<file path="src/rtl/maze_round_ctrl.sv">
// Maze round controller: debounces the start/level buttons, picks the maze size, drives the
// timer's load/run line and latches the round result and final BCD time.
module maze_round_ctrl #(
    parameter int unsigned DEBOUNCE_CYCLES = 1000000,
    parameter int unsigned MIN_LOAD_CYCLES = 2000000
) (
    input  logic        clk,
    input  logic        rstn,
    input  logic        btn_start,
    input  logic        btn_level,
    input  logic        goal,
    input  logic [15:0] time_bcd,
    output logic [4:0]  size,
    output logic        start,
    output logic [1:0]  state,
    output logic        win,
    output logic        fail,
    output logic [15:0] final_time
);

    localparam int unsigned CntW  = $clog2(DEBOUNCE_CYCLES + 1);
    localparam int unsigned LoadW = $clog2(MIN_LOAD_CYCLES + 1);

    typedef enum logic [1:0] {
        StIdle = 2'd0,
        StRun  = 2'd1,
        StWin  = 2'd2,
        StFail = 2'd3
    } state_e;

    // Index 0 = start button, index 1 = level button.
    logic [1:0]      btn_raw;
    logic [1:0]      meta_q, sync_q;
    logic [1:0]      deb_q, deb_d;
    logic [1:0]      press_q;
    logic [CntW-1:0] db_cnt_q [2];
    logic [CntW-1:0] db_cnt_d [2];

    assign btn_raw = {btn_level, btn_start};

    always_comb begin
        for (int i = 0; i < 2; i++) begin
            deb_d[i]    = deb_q[i];
            db_cnt_d[i] = '0;
            if (sync_q[i] != deb_q[i]) begin
                if (db_cnt_q[i] == CntW'(DEBOUNCE_CYCLES - 1)) begin
                    deb_d[i] = sync_q[i];
                end else begin
                    db_cnt_d[i] = db_cnt_q[i] + 1'b1;
                end
            end
        end
    end

    always_ff @(posedge clk or negedge rstn) begin
        if (!rstn) begin
            meta_q   <= '0;
            sync_q   <= '0;
            deb_q    <= '0;
            press_q  <= '0;
            db_cnt_q <= '{default: '0};
        end else begin
            meta_q   <= btn_raw;
            sync_q   <= meta_q;
            deb_q    <= deb_d;
            press_q  <= deb_d & ~deb_q;
            db_cnt_q <= db_cnt_d;
        end
    end

    logic start_press, level_press;
    assign start_press = press_q[0];
    assign level_press = press_q[1];

    state_e           state_q, state_d;
    logic [4:0]       size_q, size_d, size_next;
    logic [15:0]      final_time_q, final_time_d;
    logic [LoadW-1:0] load_cnt_q, load_cnt_d;
    logic             start_q, start_d, win_q, win_d, fail_q, fail_d;
    logic             armed, timeout;

    assign armed     = (load_cnt_q == LoadW'(MIN_LOAD_CYCLES));
    assign timeout   = (time_bcd == 16'h0000) || (time_bcd == 16'h9999);
    assign size_next = (size_q == 5'd19) ? 5'd5 : size_q + 5'd2;

    // Held at zero outside IDLE, so it restarts from zero on every entry to IDLE.
    always_comb begin
        load_cnt_d = '0;
        if (state_q == StIdle) begin
            load_cnt_d = armed ? load_cnt_q : load_cnt_q + 1'b1;
        end
    end

    always_ff @(posedge clk or negedge rstn) begin
        if (!rstn) begin
            state_q      <= StIdle;
            size_q       <= 5'd5;
            final_time_q <= 16'h0000;
            load_cnt_q   <= '0;
            start_q      <= 1'b0;
            win_q        <= 1'b0;
            fail_q       <= 1'b0;
        end else begin
            state_q      <= state_d;
            size_q       <= size_d;
            final_time_q <= final_time_d;
            load_cnt_q   <= load_cnt_d;
            start_q      <= start_d;
            win_q        <= win_d;
            fail_q       <= fail_d;
        end
    end

    always_comb begin
        state_d      = state_q;
        size_d       = size_q;
        final_time_d = final_time_q;
        case (state_q)
            StIdle: begin
                if (level_press) size_d = size_next;
                if (start_press && armed) state_d = StRun;
            end
            StRun: begin
                if (goal) begin
                    state_d      = StWin;
                    final_time_d = time_bcd;
                end else if (timeout) begin
                    state_d      = StFail;
                    final_time_d = 16'h0000;
                end
            end
            StWin: begin
                if (start_press) begin
                    state_d = StIdle;
                    size_d  = size_next;
                end
            end
            StFail: begin
                if (start_press) state_d = StIdle;
            end
            default: state_d = StIdle;
        endcase
    end

    // Outputs are decoded from the next state so they register alongside state_q.
    always_comb begin
        start_d = (state_d == StRun);
        win_d   = (state_d == StWin);
        fail_d  = (state_d == StFail);
    end

    assign state      = state_q;
    assign size       = size_q;
    assign start      = start_q;
    assign win        = win_q;
    assign fail       = fail_q;
    assign final_time = final_time_q;

endmodule

</file>
<file path="config.mk">
export PLATFORM = sky130hd
export DESIGN_NAME = maze_round_ctrl
export DESIGN_NICKNAME = d
export VERILOG_FILES = /design/src/rtl/maze_round_ctrl.sv
export SDC_FILE = /design/constraint.sdc
export NUM_CORES = 1
export LEC_CHECK = 0
export CORE_ASPECT_RATIO = 0.5
export CORE_MARGIN = 5
export CORE_UTILIZATION = 29
export DETAILED_ROUTE_END_ITERATION = 8
export GPL_ROUTABILITY_DRIVEN = 0
export GPL_TIMING_DRIVEN = 1
export PLACE_DENSITY_LB_ADDON = 0.15
export SETUP_SLACK_MARGIN = 0.05
export SLEW_MARGIN = 15
export SYNTH_ARGS = -nofsm -noshare
export SYNTH_HDL_FRONTEND = slang
export SYNTH_SLANG_ARGS = --single-unit
</file>
<file path="constraint.sdc">
create_clock -name clk -period 2.7 [get_ports clk]
set_input_delay 0.54 -clock clk [delete_from_list [all_inputs] [get_ports clk]]
set_output_delay 0.54 -clock clk [all_outputs]
set_load 0.02 [all_outputs]
</file>
# Word-level counts from Yosys, hierarchy flattened
# Index checks and enable logic that the tools add are counted.
# word_totals
out_inout_bits	26
in_bits	21
reg_bits	95
# classes
n_mux	21
n_bitwise	2
n_reduce_logical	9
n_eq_ne	16
add_sub_neg	4
# op_table
cell	count
$mux 20	4
$mux 21	2
$add 20x1->20 const B	2
$eq 20x20->1 const B	2
$mux 16	2
$add 21x1->21 const B	1
$eq 21x21->1 const B	1
$eq 16x16->1 const B	1
$logic_not 16->1	1
$mux 5	3
$pmux 5 s2	1
$eq 2x2->1 const B	4
$mux 2	4
$ne 2x2->1 const B	3
$pmux 2 s3	1
$add 5x2->5 const B	1
$eq 5x5->1 const B	1
$eq 2x1->1 const B	2
$mux 1	4
$reduce_bool 2->1	2
$reduce_and 3->1	1
$and 2x2->2	1
$logic_not 2->1	1
$ne 1x1->1	2
other kinds (5)	5

# Logic depth before layout (Yosys ltp)
# Gate-level depths: netlist of run 1.
# depth
word_depth	6
mapped_depth	7
depth_no_buf	6

# Least setup slack after synthesis of run 1
# No wires, ideal clock.
# synth_path
path_type	in2reg
start	in time_bcd[8]
end	reg final_time_q[10], in the netlist final_time[10]
t_required_ns	2.579
setup_ns	0.121
path_buffers	2
arrival_ns	1.935
path_stages	7
path_slack_ns	0.644
cell_sequence	or4_1 -> nor2_1 -> o211ai_1 -> a21bo_1 -> buf_6 -> buf_6 -> a22o_1
# synth_between
elab_chain_len	4
# synth_lines
item	line_no	source
from (decl)	12	input logic [15:0] time_bcd,
$eq 16x16->1 / $logic_not 16->1 (equally long branches)	83	assign timeout = (time_bcd == 16'h0000) || (time_bcd == 16'h9999);
$logic_or 1x1->1 (*)	83	
$reduce_bool 2->1 (no line) (*)	-	
$reduce_and 2->1 (no line) (*)	-	
to (signal assigned)	106	final_time_q <= final_time_d;
to (decl)	77	logic [15:0] final_time_q, final_time_d;
# Mark *: on every way between the ends. The rest lies on a longest branch, timed or not.
# A chain may end at the register's enable or synchronous reset.

# Worst setup path after layout of run 1
# layout_path
start	in time_bcd[8]
end	reg final_time_q[12], in the netlist final_time[12]
# The elaborated chain is that of the path after synthesis.

==> results of run 1 <==
## flip-flops by register name, indices dropped and copies added (netlist names)
signal,count
db_cnt_q,40
load_cnt_q,21
final_time,16
size,4
deb_q,2
meta_q,2
press_q,2
state,2
sync_q,2
fail,1
start,1
win,1
## cell families (layout without fill, tap and decap cells)
group / Yosys count / after routing / synth area share
simple gates: 195 / 195 / 0.2311
flops: 94 / 94 / 0.5427
xor+xnor: 50 / 50 / 0.1010
compound gates: 43 / 43 / 0.06838
buf+inv: 21 / 76 / 0.02366
fa+ha+maj: 6 / 6 / 0.01731
mux: 6 / 6 / 0.01500
other cells: 1 / 1 / 0.0008647
## cells in the mapped netlist, types with 6 or more instances
| master | number | area share |
|---|---|---|
| nor2_1 | 66 | 0.057 |
| xor2_1 | 30 | 0.061 |
| o21ai_0 | 9 | 0.010 |
| nand4_1 | 14 | 0.020 |
| nand2_1 | 31 | 0.027 |
| a22o_1 | 16 | 0.032 |
| ha_1 | 6 | 0.017 |
| xnor2_1 | 20 | 0.040 |
| dfrtp_1 | 93 | 0.54 |
| clkbuf_1 | 8 | 0.0069 |
| a21oi_1 | 10 | 0.012 |
| nor4_1 | 6 | 0.0087 |
| inv_1 | 8 | 0.0069 |
| and3_1 | 10 | 0.014 |
| and4_1 | 9 | 0.018 |
| or3_1 | 6 | 0.0087 |
| nor3_1 | 11 | 0.013 |
| nand3_1 | 18 | 0.021 |
## layer usage
metal | up-vias | global-route usage
met3 | 9 | 0.02842
li1 | 1547 | -
met2 | 29 | 0.1805
met4 | 0 | 0.03532
met5 | - | 0
met1 | 1478 | 0.1380
## metrics by stage
stage	area [sq um]	power (mW)	hold WS [ns]	utilization
floorplan	4337	1.478	0.2444	-
global placement	5037	1.554	0.3326	0.3463
detailed placement	5037	1.553	0.3356	0.3463
CTS	5376	3.018	0.02127	0.3696
global route	5376	3.083	0.02930	0.3696
finish	5376	2.960	0.03385	0.3696
## cell usage in the layout, fill, tap and decap left out, drive strengths merged, types with 11 or more instances in the layout
cell type	instances
nor3	11
nand2	32
nand4	15
a22o	16
dfrtp	93
xnor2	20
nand3	18
clkdlybuf4s50	44
nor2	66
xor2	30
## layout make-up
type / count / area (sq um) / share of cell area
clock inverter: 6 / 110.1 / 0.02048
sequential: 94 / 2354 / 0.4377
clock buffer: 10 / 229.0 / 0.04259
timing repair buffer: 52 / 525.5 / 0.09774
tap: 198 / 247.7 / 0.04608
multi-input combinational: 301 / 1881 / 0.3498
inverter: 8 / 30.03 / 0.005585
## path summary, 6_finish.rpt
check,startpoint,endpoint
max,time_bcd[8],final_time[12]$_DFFE_PN0P_
min in group clk,meta_q[1]$_DFF_PN0_,sync_q[1]$_DFF_PN0_
max in group asynchronous,rstn,size[2]$_DFFE_PN1P_
max reg2reg,db_cnt_q[20]$_DFF_PN0_,db_cnt_q[35]$_DFF_PN0_
min reg2reg,meta_q[1]$_DFF_PN0_,sync_q[1]$_DFF_PN0_
min,rstn,db_cnt_q[35]$_DFF_PN0_
## critical path, stage by stage
cell	delay, ns
clkdlybuf4s50_1	0.43
or4_1	0.54
nor2_1	0.13
o211ai_1	0.15
a21bo_1	0.28
buf_12	0.15
a22o_1	0.23
## power breakdown
part | total, mW | switching (mW) | internal [mW]
registers | 1.43 | 0.00950 | 1.42
logic | 0.0947 | 0.0546 | 0.0402
clock network | 1.44 | 0.534 | 0.904
==> impl_results.md, run 1 <==
- Worst-case reg-to-reg path depth: 6
- Initial antenna violation count: 0
- Ant. Diodes: 0
- Std-Cell Rows: 31
- CP Capture Type: flop
- Congestion Overflow GR: 0
- R2R setup slack: 0.54 ns
- Placement Setup Slack: 0.1132 ns
- Slew @ Worst Pin: 0.6335 ns
- Maximum root-to-sink buffer count: 2
- First-pass GRT wire length: 15230 microns
- Core area: 14550 sq um
- Initial Util: 0.2982
- Hold Vio Cnt, Final: 0
- Fin. max-slew vios: 0
- Worst setup path class: in -> reg
- Fin Clk Skew: 0.007579 ns
- Placed insts: 653
- Syn_nets: 443
- CTS tree: built
- Initial DRC Count: 172
- Die Area: 17650 sq um
- Clk_lat worst skew: 0.34 ns
- Asr flop ratio synth: 1.000
- Total iterations of the first detailed-routing run: 6
- Worst path arrival time: 2.46 ns
- Min-Delay Path Class: in -> async
- Post-CTS Resized: 0
- Yosys warnings: 0
- Pwr dens: 550.6 nW/um^2
- Post-route ant nets: 0
- Crit path max fanout: 13
- Chip height: 96.47 microns
- Worst setup SP type: input pin
- Number of global-route vias before repair: 3120
- Final period util: 0.8278
- Yosys cell types: 49
- Post-DR vias/cell: 4.578
- Met1 wire length: 4399 microns
- Fraction of layout cells with a size suffix above 1: 0.07219
- # hold bufs at CTS: 0
- H-tree Lvls: 3
- Max Cap Viol: 0
- GRT Total Usage: 0.1078
- Main synth FF type: dfrtp_1
- Die W: 182.9 microns
- Port bufs: 45
- Number of flops mapped to enable cells by yosys: 0
- Fin crit period: 2.235 ns
- Final WL: 9050 microns
- Clock sink count: 94
- Final Setup Violations: 0
- Top layer in use: met4
- Clk pin slew, worst setup/hold paths: 0.06 ns
- IO Pins: 47
- Layout Nets: 493
- Dpl hpwl: 6131 microns
- Post-CTS Setup Bufs: 0
- Fill cells: 1443
- Worst EP required: 2.92 ns
- Status: complete, no violations
- Routed WL per cell: 13.53 microns
- Residual DRC: 0
- Mean Syn Cell Area: 10.42 sq um
- Largest net degree at the start of global routing: 84
- Met2 WL post-DR: 4329 microns
- #FFs+latches synth: 94
- Max-slew headroom: 0.5777
- Met3 WL: 213 microns
- LEAKAGE: 2.216 nW
- Mapped Cells: 416
- Routed vias: 3063
- Final setup margin: 0.4649 ns
- Seq/Total Area, Yosys: 0.5427
- Worst VDD drop: 0.2532 mV
- Finished Layout Cells: 669
- Area delta synth->final: 23.98%
- Mapped cell area: 4337 sq um
- Clock root buffer: clkbuf_16
- Cts bufs inserted: 9
- RSZ-0062 raised after global routing: false
- TNS Setup: 0 ns
- Highest Clock Rate: 447.4 MHz
(Power assumes the default switching activity.)
==> inputs of run 2 (changes only) <==
==> constraint.sdc (replaced) <==
create_clock -name clk -period 1.85 [get_ports clk]
set_input_delay 0.37 -clock clk [delete_from_list [all_inputs] [get_ports clk]]
set_output_delay 0.37 -clock clk [all_outputs]
set_load 0.02 [all_outputs]
==> run 2 against run 1 <==
Against the previous run:
- global-route usage increased by 0.71 points
- flip-flop and latch count unchanged
- worst setup slack got worse by 0.37 ns
- clock skew increased by 0.0021 ns
- critical path depth decreased by 3
- clock power increased by 39%
- hold slack improved by 0.32 ns
- sequential share of layout area decreased by 3.4 points
- routed wire length increased by 5.1%
- critical path type is now reg -> reg
==> impl_results.md, run 2 (synthesis results as in run 1) <==
- Largest net degree at the start of global routing: 42 (-50%)
- Worst path arrival time: 1.99 ns (-0.47 ns)
- Most frequent cells in the layout: dfrtp_1 (93), nor2_1 (65), buf_4 (50)
- Combinational power share: 0.045 (+0.013)
- Maximum root-to-sink buffer count: 2 (unchanged)
- Max Cap Viol: 0 (unchanged)
- Clk_lat worst skew: 0.34 ns (about the same)
- Finished Layout Cells: 718 (+7.3%)
- Clock sink count: 94 (unchanged)
- Hold Vio Cnt, Final: 0 (unchanged)
- Post-DR vias/cell: 4.547 (-0.68%)
- Total iterations of the first detailed-routing run: 4 (-2)
- Placed insts: 697 (+6.7%)
- Most common cell after layout, fill and taps aside: dfrtp_1
- Worst setup path class: reg -> reg
- Core area: 14550 sq um (unchanged)
- Sw Share: 0.2126 (+0.01056)
- Fill cells: 1463 (+1.4%)
- Area delta synth->final: 34.33%
- Switch Pwr: 0.9071 mW (+52%)
- CP Cell Sequence: nor4_2 -> nand2_1 -> or4_4 -> mux2_2
- Critical path's largest stage delay: 0.58 ns (+0.04 ns)
- Final Core Density: 0.4005 (+0.03088)
- Clock root buffer: clkbuf_16
- Residual DRC: 0 (unchanged)
- Port bufs: 45 (unchanged)
- Worst VDD drop: 0.3839 mV (+52%)
- Cts bufs inserted: 9 (unchanged)
- Max reg flops: 40 (unchanged)
- P_int: 3.359 mW (+42%)
- Max-slew headroom: 0.5777 (about the same)
- Fin. max-slew vios: 0 (unchanged)
- RSZ-0062 raised after global routing: true
- Reg area: 2354 sq um (unchanged)
- Fin Clk Skew: 0.009630 ns (+0.002051 ns)
- Layout Nets: 542 (+9.9%)
- Crit path max fanout: 4 (-9)
- CTS tree: built
- Delay-heaviest family, CP: simple AND/OR/NAND/NOR gates
- Flop pwr share: 0.488 (+0.006)
- Worst path slowest cell: or4_4
- Slew @ Worst Pin: 0.6335 ns (-0.00006449 ns)
- Final period util: 0.9509
- Buffers & Inverters on Critical Path: 0 (-2)
- Initial Util: 0.2982 (unchanged)
- Initial DRC Count: 121 (-30%)
- Status: complete, no violations
- Routed vias: 3265 (+6.6%)
- Fraction of layout cells with a size suffix above 1: 0.1808 (+0.1086)
- Clk pin slew, worst setup/hold paths: 0.07 ns (about the same)
- Part of the power in the clock network: 0.468 (-0.018)
- Multi-input logic area: 1954 sq um (+3.9%)
- Pwr dens: 732.4 nW/um^2 (+33%)
- Fin crit period: 1.759 ns
- First-pass GRT wire length: 16300 microns (+7.0%)
- GRT Total Usage: 0.1148 (+0.007055)
- IO Pins: 47 (unchanged)
- Largest Register: db_cnt_q
- Worst EP required: 2.08 ns (-0.84 ns)
- Number of global-route vias before repair: 3390 (+8.7%)
- Post-route ant nets: 0 (unchanged)
- Dpl hpwl: 6745 microns (+10%)
- Highest Clock Rate: 568.5 MHz
- Initial antenna violation count: 0 (unchanged)
- Final Setup Violations: 0 (unchanged)
- Worst setup SP type: flop
- CP Capture Type: flop
- H-tree Lvls: 3 (unchanged)
- Ant. Diodes: 0 (unchanged)
- LEAKAGE: 2.537 nW (+14%)
- Congestion Overflow GR: 0 (unchanged)
- Routed WL per cell: 13.25 microns (-2.0%)
- Chip height: 96.47 microns (unchanged)
- Die W: 182.9 microns (unchanged)
- Std-Cell Rows: 31 (unchanged)
- Die Area: 17650 sq um (unchanged)
- Final WL: 9514 microns (+5.1%)
- Min-Delay Path Class: reg -> reg
## run 2: through the flow
stage          setup WS [ns]  hold slack (ns)  power [mW]  cell area (sq um)   TNS [ns]
2_1_floorplan       -0.01498          0.07441       2.158               4342    -0.1348
3_3_place_gp         -0.4337           0.3232       2.311               5385     -7.313
3_5_place_dp         -0.4938           0.3255       2.311               5385     -8.228
4_1_cts              0.03495           0.3561       4.353               5737          0
5_1_grt            -0.007797           0.3669       4.462               5826  -0.007797
6_report             0.09084           0.3526       4.266               5826          0
## run 2: final cells by class
class                   count  area share
flip-flops and latches     94      0.4040
multi-input cells         301      0.3355
repair buffers            101      0.1574
well taps                 198     0.04253
clock buffers              10     0.03930
clock inverters             6     0.01611
inverters                   8    0.005155
## run 2: timing repair
action	CTS	global route
endpoints found under the setup margin	33	65
buffers inserted	1	2
pin swaps	10	8
endpoints found under the hold margin	23	0
gates cloned	1	0
gates resized for setup	19	18
hold buffers	1	0
## run 2: worst register-to-register path: stages, from the launching register on
cell and delay (ns):
dfrtp_1 0.40, nor4_2 0.29, nand2_1 0.08, or4_4 0.58, mux2_2 0.29
## run 2: power by group through the flow
stage	Clock [mW]	Sequential [mW]	Combinational (mW)
2_1_floorplan	0	2.12	0.0388
3_3_place_gp	0	2.12	0.191
3_5_place_dp	0	2.12	0.191
4_1_cts	2.08	2.08	0.189
5_1_grt	2.16	2.08	0.217
6_report	2.00	2.08	0.191
## run 2: path summary, 6_finish.rpt
| check | from | endpoint | slack, ns | cells past startpoint |
|---|---|---|---|---|
| worst max-delay path | db_cnt_q[32]$_DFF_PN0_ | deb_q[0]$_DFF_PN0_ | 0.09 | 4 |
| worst min-delay path | meta_q[1]$_DFF_PN0_ | sync_q[1]$_DFF_PN0_ | 0.35 | 0 |
| worst max register to register | db_cnt_q[32]$_DFF_PN0_ | deb_q[0]$_DFF_PN0_ | 0.09 | 4 |
| worst min register to register | meta_q[1]$_DFF_PN0_ | sync_q[1]$_DFF_PN0_ | 0.35 | 0 |
| max in group asynchronous | rstn | size[2]$_DFFE_PN1P_ | 0.76 | 3 |
| min in group asynchronous | rstn | meta_q[0]$_DFF_PN0_ | 0.49 | 2 |
## run 2: routing by layer
| metal | up-vias | global-route usage | share of wire |
|---|---|---|---|
| li1 | 1643 | - | - |
| met5 | - | 0 | 0 |
| met1 | 1594 | 0.1496 | 0.49 |
| met4 | 0 | 0.03160 | 0.011 |
| met2 | 21 | 0.1915 | 0.48 |
| met3 | 7 | 0.03067 | 0.023 |
